**src/rtl/bp_me_pkg.sv**
```systemverilog
// bp_me_pkg: shared types and width helpers for the BedRock stream arbiter.
//   bp_me_stream_arb_state_e : arbiter state (free to pick a source / holding a message)
//   safe_clog2               : clog2 that never returns 0, so 1-entry indices stay 1 bit wide
//   bp_me_header_width       : BedRock stream header width (type, subop, addr, size, payload)
package bp_me_pkg;

    typedef enum logic {e_free, e_hold} bp_me_stream_arb_state_e;

    localparam int bp_me_msg_type_width_lp  = 4;
    localparam int bp_me_msg_subop_width_lp = 4;
    localparam int bp_me_msg_size_width_lp  = 3;

    function automatic int safe_clog2(input int n);
        return (n > 1) ? $clog2(n) : 1;
    endfunction

    function automatic int bp_me_header_width(input int paddr_w, input int payload_w);
        return bp_me_msg_type_width_lp + bp_me_msg_subop_width_lp + paddr_w
             + bp_me_msg_size_width_lp + payload_w;
    endfunction

endpackage

```
**src/rtl/bp_me_rr_select.sv**
```systemverilog
// bp_me_rr_select: combinational one-hot round-robin select.
//   ptr_i   : index with highest priority this cycle
//   req_i   : request vector
//   grant_o : one-hot grant of the first request at or above ptr_i, wrapping; zero if none
module bp_me_rr_select
    import bp_me_pkg::*;
#(
    parameter int n_p = 2,
    localparam int ptr_w_lp = safe_clog2(n_p)
) (
    input  logic [ptr_w_lp-1:0] ptr_i,
    input  logic [n_p-1:0]      req_i,
    output logic [n_p-1:0]      grant_o
);

    // Walk from the lowest priority offset down so the closest request to ptr_i wins.
    always_comb begin
        int idx;
        logic [ptr_w_lp-1:0] idx_w;
        grant_o = '0;
        idx     = 0;
        idx_w   = '0;
        for (int i = n_p - 1; i >= 0; i--) begin
            idx   = int'(ptr_i) + i;
            idx   = (idx >= n_p) ? idx - n_p : idx;
            idx_w = ptr_w_lp'(idx);
            if (req_i[idx_w]) grant_o = n_p'(1) << idx_w;
        end
    end

endmodule

```
**src/rtl/bp_me_stream_arbiter.sv**
```systemverilog
// bp_me_stream_arbiter: round-robin share of one BedRock stream channel, grant held per message.
//   clk_i, reset_i        : clock, synchronous active-high reset
//   in_msg_header_i/data_i: per-source header/beat data, source i in slice i
//   in_msg_v_i/lock_i     : per-source valid; lock = more beats of this message follow
//   in_msg_ready_and_o    : per-source ready, only ever to the granted source
//   out_msg_*             : granted source passed straight through to the sink
//   grant_one_hot_o       : current grant, zero when nothing is granted
module bp_me_stream_arbiter
    import bp_me_pkg::*;
#(
    parameter int num_ports_p         = 2,
    parameter int data_width_p        = 64,
    parameter int payload_width_p     = 1,
    parameter int paddr_width_p       = 40,
    parameter int msg_header_width_lp = bp_me_header_width(paddr_width_p, payload_width_p)
) (
    input  logic                                   clk_i,
    input  logic                                   reset_i,
    input  logic [num_ports_p*msg_header_width_lp-1:0] in_msg_header_i,
    input  logic [num_ports_p*data_width_p-1:0]    in_msg_data_i,
    input  logic [num_ports_p-1:0]                 in_msg_v_i,
    input  logic [num_ports_p-1:0]                 in_msg_lock_i,
    output logic [num_ports_p-1:0]                 in_msg_ready_and_o,
    output logic [msg_header_width_lp-1:0]         out_msg_header_o,
    output logic [data_width_p-1:0]                out_msg_data_o,
    output logic                                   out_msg_v_o,
    input  logic                                   out_msg_ready_and_i,
    output logic                                   out_msg_lock_o,
    output logic [num_ports_p-1:0]                 grant_one_hot_o
);

    localparam int ptr_w_lp = safe_clog2(num_ports_p);

    bp_me_stream_arb_state_e state_q, state_d;
    logic [ptr_w_lp-1:0]     ptr_q, ptr_d, owner_q, owner_d, sel_idx, g, g_inc;
    logic [num_ports_p-1:0]  sel_oh, grant_oh;
    logic                    hs, lock;
    logic [msg_header_width_lp-1:0] hdr_a [num_ports_p];
    logic [data_width_p-1:0]        data_a [num_ports_p];

    for (genvar i = 0; i < num_ports_p; i++) begin : g_unpack
        assign hdr_a[i]  = in_msg_header_i[i*msg_header_width_lp +: msg_header_width_lp];
        assign data_a[i] = in_msg_data_i[i*data_width_p +: data_width_p];
    end

    bp_me_rr_select #(.n_p(num_ports_p)) u_sel (
        .ptr_i  (ptr_q),
        .req_i  (in_msg_v_i),
        .grant_o(sel_oh)
    );

    always_comb begin
        sel_idx = '0;
        for (int i = 0; i < num_ports_p; i++) if (sel_oh[i]) sel_idx = ptr_w_lp'(i);
    end

    // In e_hold the owner keeps the grant even while its valid is low between beats.
    assign g        = (state_q == e_hold) ? owner_q : sel_idx;
    assign g_inc    = (g == ptr_w_lp'(num_ports_p - 1)) ? '0 : g + 1'b1;
    assign grant_oh = reset_i ? '0 : (state_q == e_hold) ? (num_ports_p'(1) << owner_q) : sel_oh;

    assign out_msg_v_o        = |(grant_oh & in_msg_v_i);
    assign lock               = in_msg_lock_i[g];
    assign out_msg_lock_o     = out_msg_v_o & lock;
    assign hs                 = out_msg_v_o & out_msg_ready_and_i;
    assign in_msg_ready_and_o = grant_oh & {num_ports_p{out_msg_ready_and_i}};
    assign out_msg_header_o   = hdr_a[g];
    assign out_msg_data_o     = data_a[g];
    assign grant_one_hot_o    = grant_oh;

    // A beat presented in e_free that is not the last of a completed message pins the
    // grant, so a stalled beat is never retracted or swapped for another source.
    always_comb begin
        state_d = state_q;
        ptr_d   = ptr_q;
        owner_d = owner_q;
        if (state_q == e_free) begin
            if (out_msg_v_o) begin
                if (hs && !lock) begin
                    ptr_d = g_inc;
                end else begin
                    state_d = e_hold;
                    owner_d = g;
                end
            end
        end else if (hs && !lock) begin
            state_d = e_free;
            ptr_d   = g_inc;
        end
    end

    always_ff @(posedge clk_i) begin
        if (reset_i) begin
            state_q <= e_free;
            ptr_q   <= '0;
            owner_q <= '0;
        end else begin
            state_q <= state_d;
            ptr_q   <= ptr_d;
            owner_q <= owner_d;
        end
    end

`ifndef SYNTHESIS
    logic lock_prev_q, hs_prev_q;

    // Lock may only change in the cycle following a handshake of the beat it described.
    always_ff @(posedge clk_i) begin
        if (reset_i) begin
            lock_prev_q <= 1'b0;
            hs_prev_q   <= 1'b0;
        end else begin
            lock_prev_q <= lock;
            hs_prev_q   <= hs;
            assert (num_ports_p >= 2) else $error("bp_me_stream_arbiter: num_ports_p must be >= 2");
            assert (!(state_q == e_hold && lock_prev_q && !lock && !hs_prev_q))
                else $error("bp_me_stream_arbiter: owner lock dropped without a beat");
        end
    end
`endif

endmodule

```
**config.mk**
```make
export PLATFORM = sky130hd
export DESIGN_NAME = bp_me_stream_arbiter
export DESIGN_NICKNAME = d
export VERILOG_FILES = /design/src/rtl/bp_me_pkg.sv /design/src/rtl/bp_me_rr_select.sv /design/src/rtl/bp_me_stream_arbiter.sv
export SDC_FILE = /design/constraint.sdc
export NUM_CORES = 1
export LEC_CHECK = 0
export CELL_PAD_IN_SITES_DETAIL_PLACEMENT = 1
export CELL_PAD_IN_SITES_GLOBAL_PLACEMENT = 1
export CORE_AREA = 2 2 140 142
export CTS_CLUSTER_SIZE = 25
export DETAILED_ROUTE_END_ITERATION = 6
export DIE_AREA = 0 0 142 144
export PLACE_DENSITY_LB_ADDON = 0.1
export SYNTH_ARGS = -nofsm -noshare
export SYNTH_HDL_FRONTEND = slang
export SYNTH_SLANG_ARGS = --single-unit
```
**constraint.sdc**
```tcl
create_clock -name clk_i -period 2.1 [get_ports clk_i]
set_input_delay 0.63 -clock clk_i [delete_from_list [all_inputs] [get_ports clk_i]]
set_output_delay 0.63 -clock clk_i [all_outputs]
set_load 0.1 [all_outputs]
```
[Word level (Yosys, flattened, before mapping)]
Index checks and enable logic that the tools add are counted.
Cells by class
  reductions and logical operators: 5
  muxes and demuxes: 27
  shifts and indexed selects: 3
  add/sub/neg operators: 4
  magnitude comparators: 6
  bitwise operators: 7
Operator list (number)
  2-to-1 mux 64 bit: 3
  2-to-1 mux 52 bit: 3
  2-to-1 mux 1 bit: 17
  2-to-1 mux 2 bit: 4
  < comparator 1 x 2 -> 1 bit (second input constant): 3
  left shift 1 x 1 -> 2 bit (first input constant): 3
  AND 2 bit: 2
  greater-or-equal comparator 2 bit (second input constant): 2
  AND reduction 3 bit: 1
  adder 1 x 1 -> 2 bit (second input constant): 1
  AND 1 bit: 2
  greater-or-equal comparator 1 x 2 -> 1 bit (second input constant): 1
  NOT 1 bit: 2
  NOT 1 -> 2 bit: 1
  nonzero test 2 bit: 1
  OR reduction 2 bit: 1
  subtractor 1 bit (second input constant): 2
  adder 1 bit (second input constant): 1
  logical AND 1 bit: 1
  logical NOT 1 bit: 1
Word-level totals
  word-level logic and storage cells: 55
  input port bits: 239
  bits in registers: 3

[Logic depth before layout (Yosys ltp)]
  word-level depth: 16
  gate-level depth with buffers: 7

[By module]
From an unflattened synthesis, not the netlist that was laid out.
Unflattened totals
  cell total of the unflattened synthesis: 167
  area, all modules: 1966.9 µm²
Modules (own cells, without submodules)
  bp_me_stream_arbiter: area each 1948.1 µm², cells an instance 164, instances 1
  bp_me_rr_select: area each 18.8 µm², cells an instance 3, instances 1

[Least setup slack after synthesis]
Ideal clock, no wire load.
  path type: input -> output
  start: in in_msg_v_i[0]
  end: out in_msg_ready_and_o[1]
  required time: 1.470 ns
  stages: 5
  path slack: -1.807 ns
  arrival: 3.277 ns
  cell sequence: nor2b_1 -> o21a_1 -> buf_2 -> nor2_1 -> and2_1
Between the ends
  cells in the longest elaborated chain, start to end: 7
Ends and longest elaborated chain
  start: declaration: line bp_me_stream_arbiter.sv:21  | input logic [num_ports_p-1:0] in_msg_v_i,
  2-to-1 mux 1 bit (implied by the code) (2 in series): line bp_me_rr_select.sv:27  | if (req_i[idx_w]) grant_o = n_p'(1) << idx_w;
  2-to-1 mux 2 bit: line bp_me_rr_select.sv:27
  2-to-1 mux 2 bit (*): line bp_me_rr_select.sv:27
  2-to-1 mux 2 bit (*) (2 in series): line bp_me_stream_arbiter.sv:60  | assign grant_oh = reset_i ? '0 : (state_q == e_hold) ? (num_ports_p'(1) << owner_q) : sel_oh;
  named net grant_one_hot_o[1]: line bp_me_stream_arbiter.sv:29  | output logic [num_ports_p-1:0] grant_one_hot_o
  AND 2 bit (*): line bp_me_stream_arbiter.sv:66  | assign in_msg_ready_and_o = grant_oh & {num_ports_p{out_msg_ready_and_i}};
  end: declaration: line bp_me_stream_arbiter.sv:23  | output logic [num_ports_p-1:0] in_msg_ready_and_o,
Mark *: on every way through the listed nets, which the timed path passes. The rest lies on a longest branch. The select of a mux whose other input is x is not followed.

[Final worst setup path]
  start: in in_msg_v_i[1]
  end: out out_msg_data_o[23]
Between the ends
  cells in the longest elaborated chain, start to end: 10
Ends and longest elaborated chain
  2-to-1 mux 1 bit (implied by the code) (2 in series): line bp_me_rr_select.sv:27
  2-to-1 mux 2 bit: line bp_me_rr_select.sv:27
  2-to-1 mux 2 bit (*): line bp_me_rr_select.sv:27
  2-to-1 mux 1 bit (*): line bp_me_stream_arbiter.sv:54  | for (int i = 0; i < num_ports_p; i++) if (sel_oh[i]) sel_idx = ptr_w_lp'(i);
  2-to-1 mux 1 bit (*): line bp_me_stream_arbiter.sv:58  | assign g = (state_q == e_hold) ? owner_q : sel_idx;
  NOT 1 -> 2 bit (implied by the code) (*): line bp_me_stream_arbiter.sv:68  | assign out_msg_data_o = data_a[g];
  2-to-1 mux 64 bit (implied by the code) (*) (3 in series): line bp_me_stream_arbiter.sv:68
  end: declaration: line bp_me_stream_arbiter.sv:25  | output logic [data_width_p-1:0] out_msg_data_o,
Every way passes the cells marked *; elsewhere a longest branch is shown, timed or not. The select of a mux whose other input is x is not followed.

==> reports/qor.yml <==
outcome: "complete, but fails checks"
violations: "setup timing"
yosysSeqAreaShare_pct: 3.407
r2r_end: "state_q$_SDFF_PP0_"
yosysWarnings: 0
die_w_um: 142
fin_ws_ns: -0.4523
place_congestion: 0.7507
vias_per_cell: 4.171
grt_antenna_before_repair: 2
tightest_slew_ns: 0.3100
cts_tree: "yes"
finClkSkew_ns: 0.002414
r2r_start: "state_q$_SDFF_PP0_"
clockBufferDepth: 2
grt-ovfl-total: 0
insertion_delay_ns: 0.22
ys_seq_elements: 3
nNetsFinal: 1091
rsz0062_at_grt: "yes"
grt_start_max_net_pins: 14
p_per_area_nw_per_um2: 527.3
start_kind: "primary input"
worst-setup-path-type: "primary input to output port"
worstRegToRegCells: 8
arrival_ns: 1.92
io_buffers: 360
ir_drop_mv: 0.3468
routed_wirelength_um: 22890
die_h_um: 144
worstPathMaxFanout: 8
antenna_left: 0
grt_use_total_pct: 20.89
start_util_pct: 9.240
setup_viol: 122
drt-initial-drc-count: 68
seq_area_um2: 60.06
critPathCapture: "out_msg_data_o[23]"
hold_class: "flip-flop to flip-flop"
post_drt_wl_per_cell_um: 20.92
vias: 4563
startpoint: "in_msg_v_i[1]"
clk_transition_reported_paths_ns: 0.03
multiInputGateArea_um2: 6065
syn-cell-area_um2: 1763
remaining_drc_errors: 0
htreeDepth: 1
numCtsBuffers: 3
r2r_slack_ns: 0.39
ys_types: 28
grt_pass1_vias: 5334
drive_above_1_share_pct: 69.21
max_freq_mhz: 391.8
design_power_total_mw: 6.835
avgSynthCellArea_um2: 4.289
hold_viol: 0
place_hpwl_um: 16790
slew_viol_final: 0
io_pins: 361
fin_crit_sh_pct: 121.5
root_buffer: "clkbuf_16"
netlist_instances: 411
drt_pass1_iterations: 4
postCtsHoldBufs: 0
nFillCells: 1667
area_growth_pct: 635.3
end_kind: "output port"
die_area_um2: 20450
core_area_um2: 19080
period_needed_ns: 2.552
crit_required_ns: 1.47
grt_pass1_wl_um: 32150
fp-row-count: 51
slew-limit-headroom_pct: 79.29
cts.sinks: 3
fin_util_pct: 67.95
synth_fp_nets: 650
p_leak_nw: 5.188
maxCapViolations: 0
[where the power goes]
part	leakage (nW)	switching (mW)	internal (mW)
clock	0.0382	0.0536	0.251
combinational	5.13	3.78	2.69
sequential	0.0246	0.00419	0.0620
[cell families (layout without fill, tap and decap cells)]
group / Yosys count / count (layout) / synth area share (%)
flip-flops: 3 / 3 / 3.407
buffers and inverters: 29 / 469 / 9.155
multiplexers: 1 / 1 / 0.5678
AO/OA/AOI/OAI: 13 / 13 / 7.524
other: 0 / 5 / 0
AND/OR/NAND/NOR: 365 / 365 / 79.35
[metrics by stage]
stage	cell area, µm²	cells	hold slack (ns)	setup WS, ns	TNS (ns)
floorplan	5897	411	0.4987	-1.133	-21.41
finish	12960	1094	0.6459	-0.4523	-45.21
global route	12950	1090	0.6871	-0.4825	-50.03
detailed placement	11220	1038	0.6290	-0.7854	-89.47
global placement	11220	1038	0.6302	-0.7697	-88.13
CTS	12470	1078	0.6368	-0.4166	-44.21
[Yosys cell counts]
cell | number | share of area, %
o21ai_2 | 1 | 0.50
a311oi_2 | 1 | 0.85
nor3b_1 | 1 | 0.43
nand3b_1 | 1 | 0.43
o21ai_0 | 1 | 0.28
dfxtp_1 | 3 | 3.4
a21o_1 | 1 | 0.43
nor2b_1 | 3 | 1.1
mux2i_1 | 1 | 0.57
nand2_1 | 352 | 75
o21bai_1 | 1 | 0.43
nor2_1 | 3 | 0.64
a21boi_2 | 1 | 0.64
o21a_1 | 1 | 0.43
a21bo_4 | 1 | 0.92
buf_6 | 1 | 0.64
clkbuf_1 | 1 | 0.21
buf_4 | 5 | 2.1
o41ai_1 | 1 | 0.50
nand2b_1 | 1 | 0.36
a221oi_4 | 1 | 1.5
or2b_1 | 1 | 0.43
buf_2 | 21 | 6.0
a21oi_2 | 1 | 0.50
nor4_1 | 1 | 0.36
and2_1 | 2 | 0.71
a21oi_1 | 2 | 0.57
inv_1 | 1 | 0.21
[worst max-delay path, stage by stage]
cell,delay (ns)
buf_8,0.08
nand2b_4,0.06
buf_6,0.11
o21a_4,0.25
buf_12,0.16
buf_12,0.13
buf_16,0.16
nand2_8,0.10
nand2_8,0.05
buf_12,0.16
[layout by cell type, fill, tap and decap left out, drive strengths merged, types with 2 or more instances in the layout]
cell type      synthesis  routed
a21oi                  3       3
and2                   2       2
buf                   27     226
clkbuf                 1       6
clkdlybuf4s50          0     235
dfxtp                  3       3
diode                  0       5
nand2                352     352
nor2                   3       3
nor2b                  3       3
o21ai                  2       2
[sequential cells by signal, summed over array words and instances (netlist names)]
name,cells
owner_q,1
state_q,1
ptr_q,1
[worst min path at each step]
stage / from / endpoint / depth (start not counted)
finish: owner_q$_SDFFE_PP0P_ / owner_q$_SDFFE_PP0P_ / 3
global route: owner_q$_SDFFE_PP0P_ / owner_q$_SDFFE_PP0P_ / 3
CTS: owner_q$_SDFFE_PP0P_ / owner_q$_SDFFE_PP0P_ / 3
detailed placement: owner_q$_SDFFE_PP0P_ / owner_q$_SDFFE_PP0P_ / 3
global placement: owner_q$_SDFFE_PP0P_ / owner_q$_SDFFE_PP0P_ / 3
floorplan: owner_q$_SDFFE_PP0P_ / owner_q$_SDFFE_PP0P_ / 2
[routing by layer]
layer,up-vias,GRT usage (%),wire length [µm]
met5,-,0,0
met4,0,4.421,372
met3,18,5.464,1563
met2,210,46.05,14490
met1,2192,18.36,6465
li1,2143,-,-
[area by class of cell]
type	count	area share [%]
Timing Repair Buffer	464	49.72
Multi-Input combinational cell	379	46.78
Tap cell	238	2.297
Clock buffer	4	0.6080
Sequential cell	3	0.4633
Antenna cell	5	0.09652
Inverter	1	0.02895
[what timing repair did]
action | in CTS | in global routing
setup buffers | 26 | 20
pin swaps | 48 | 76
resized for setup | 131 | 72
setup endpoints to repair | 122 | 122
gates cloned | 10 | 2
Power figures use the tool's default switching activity.
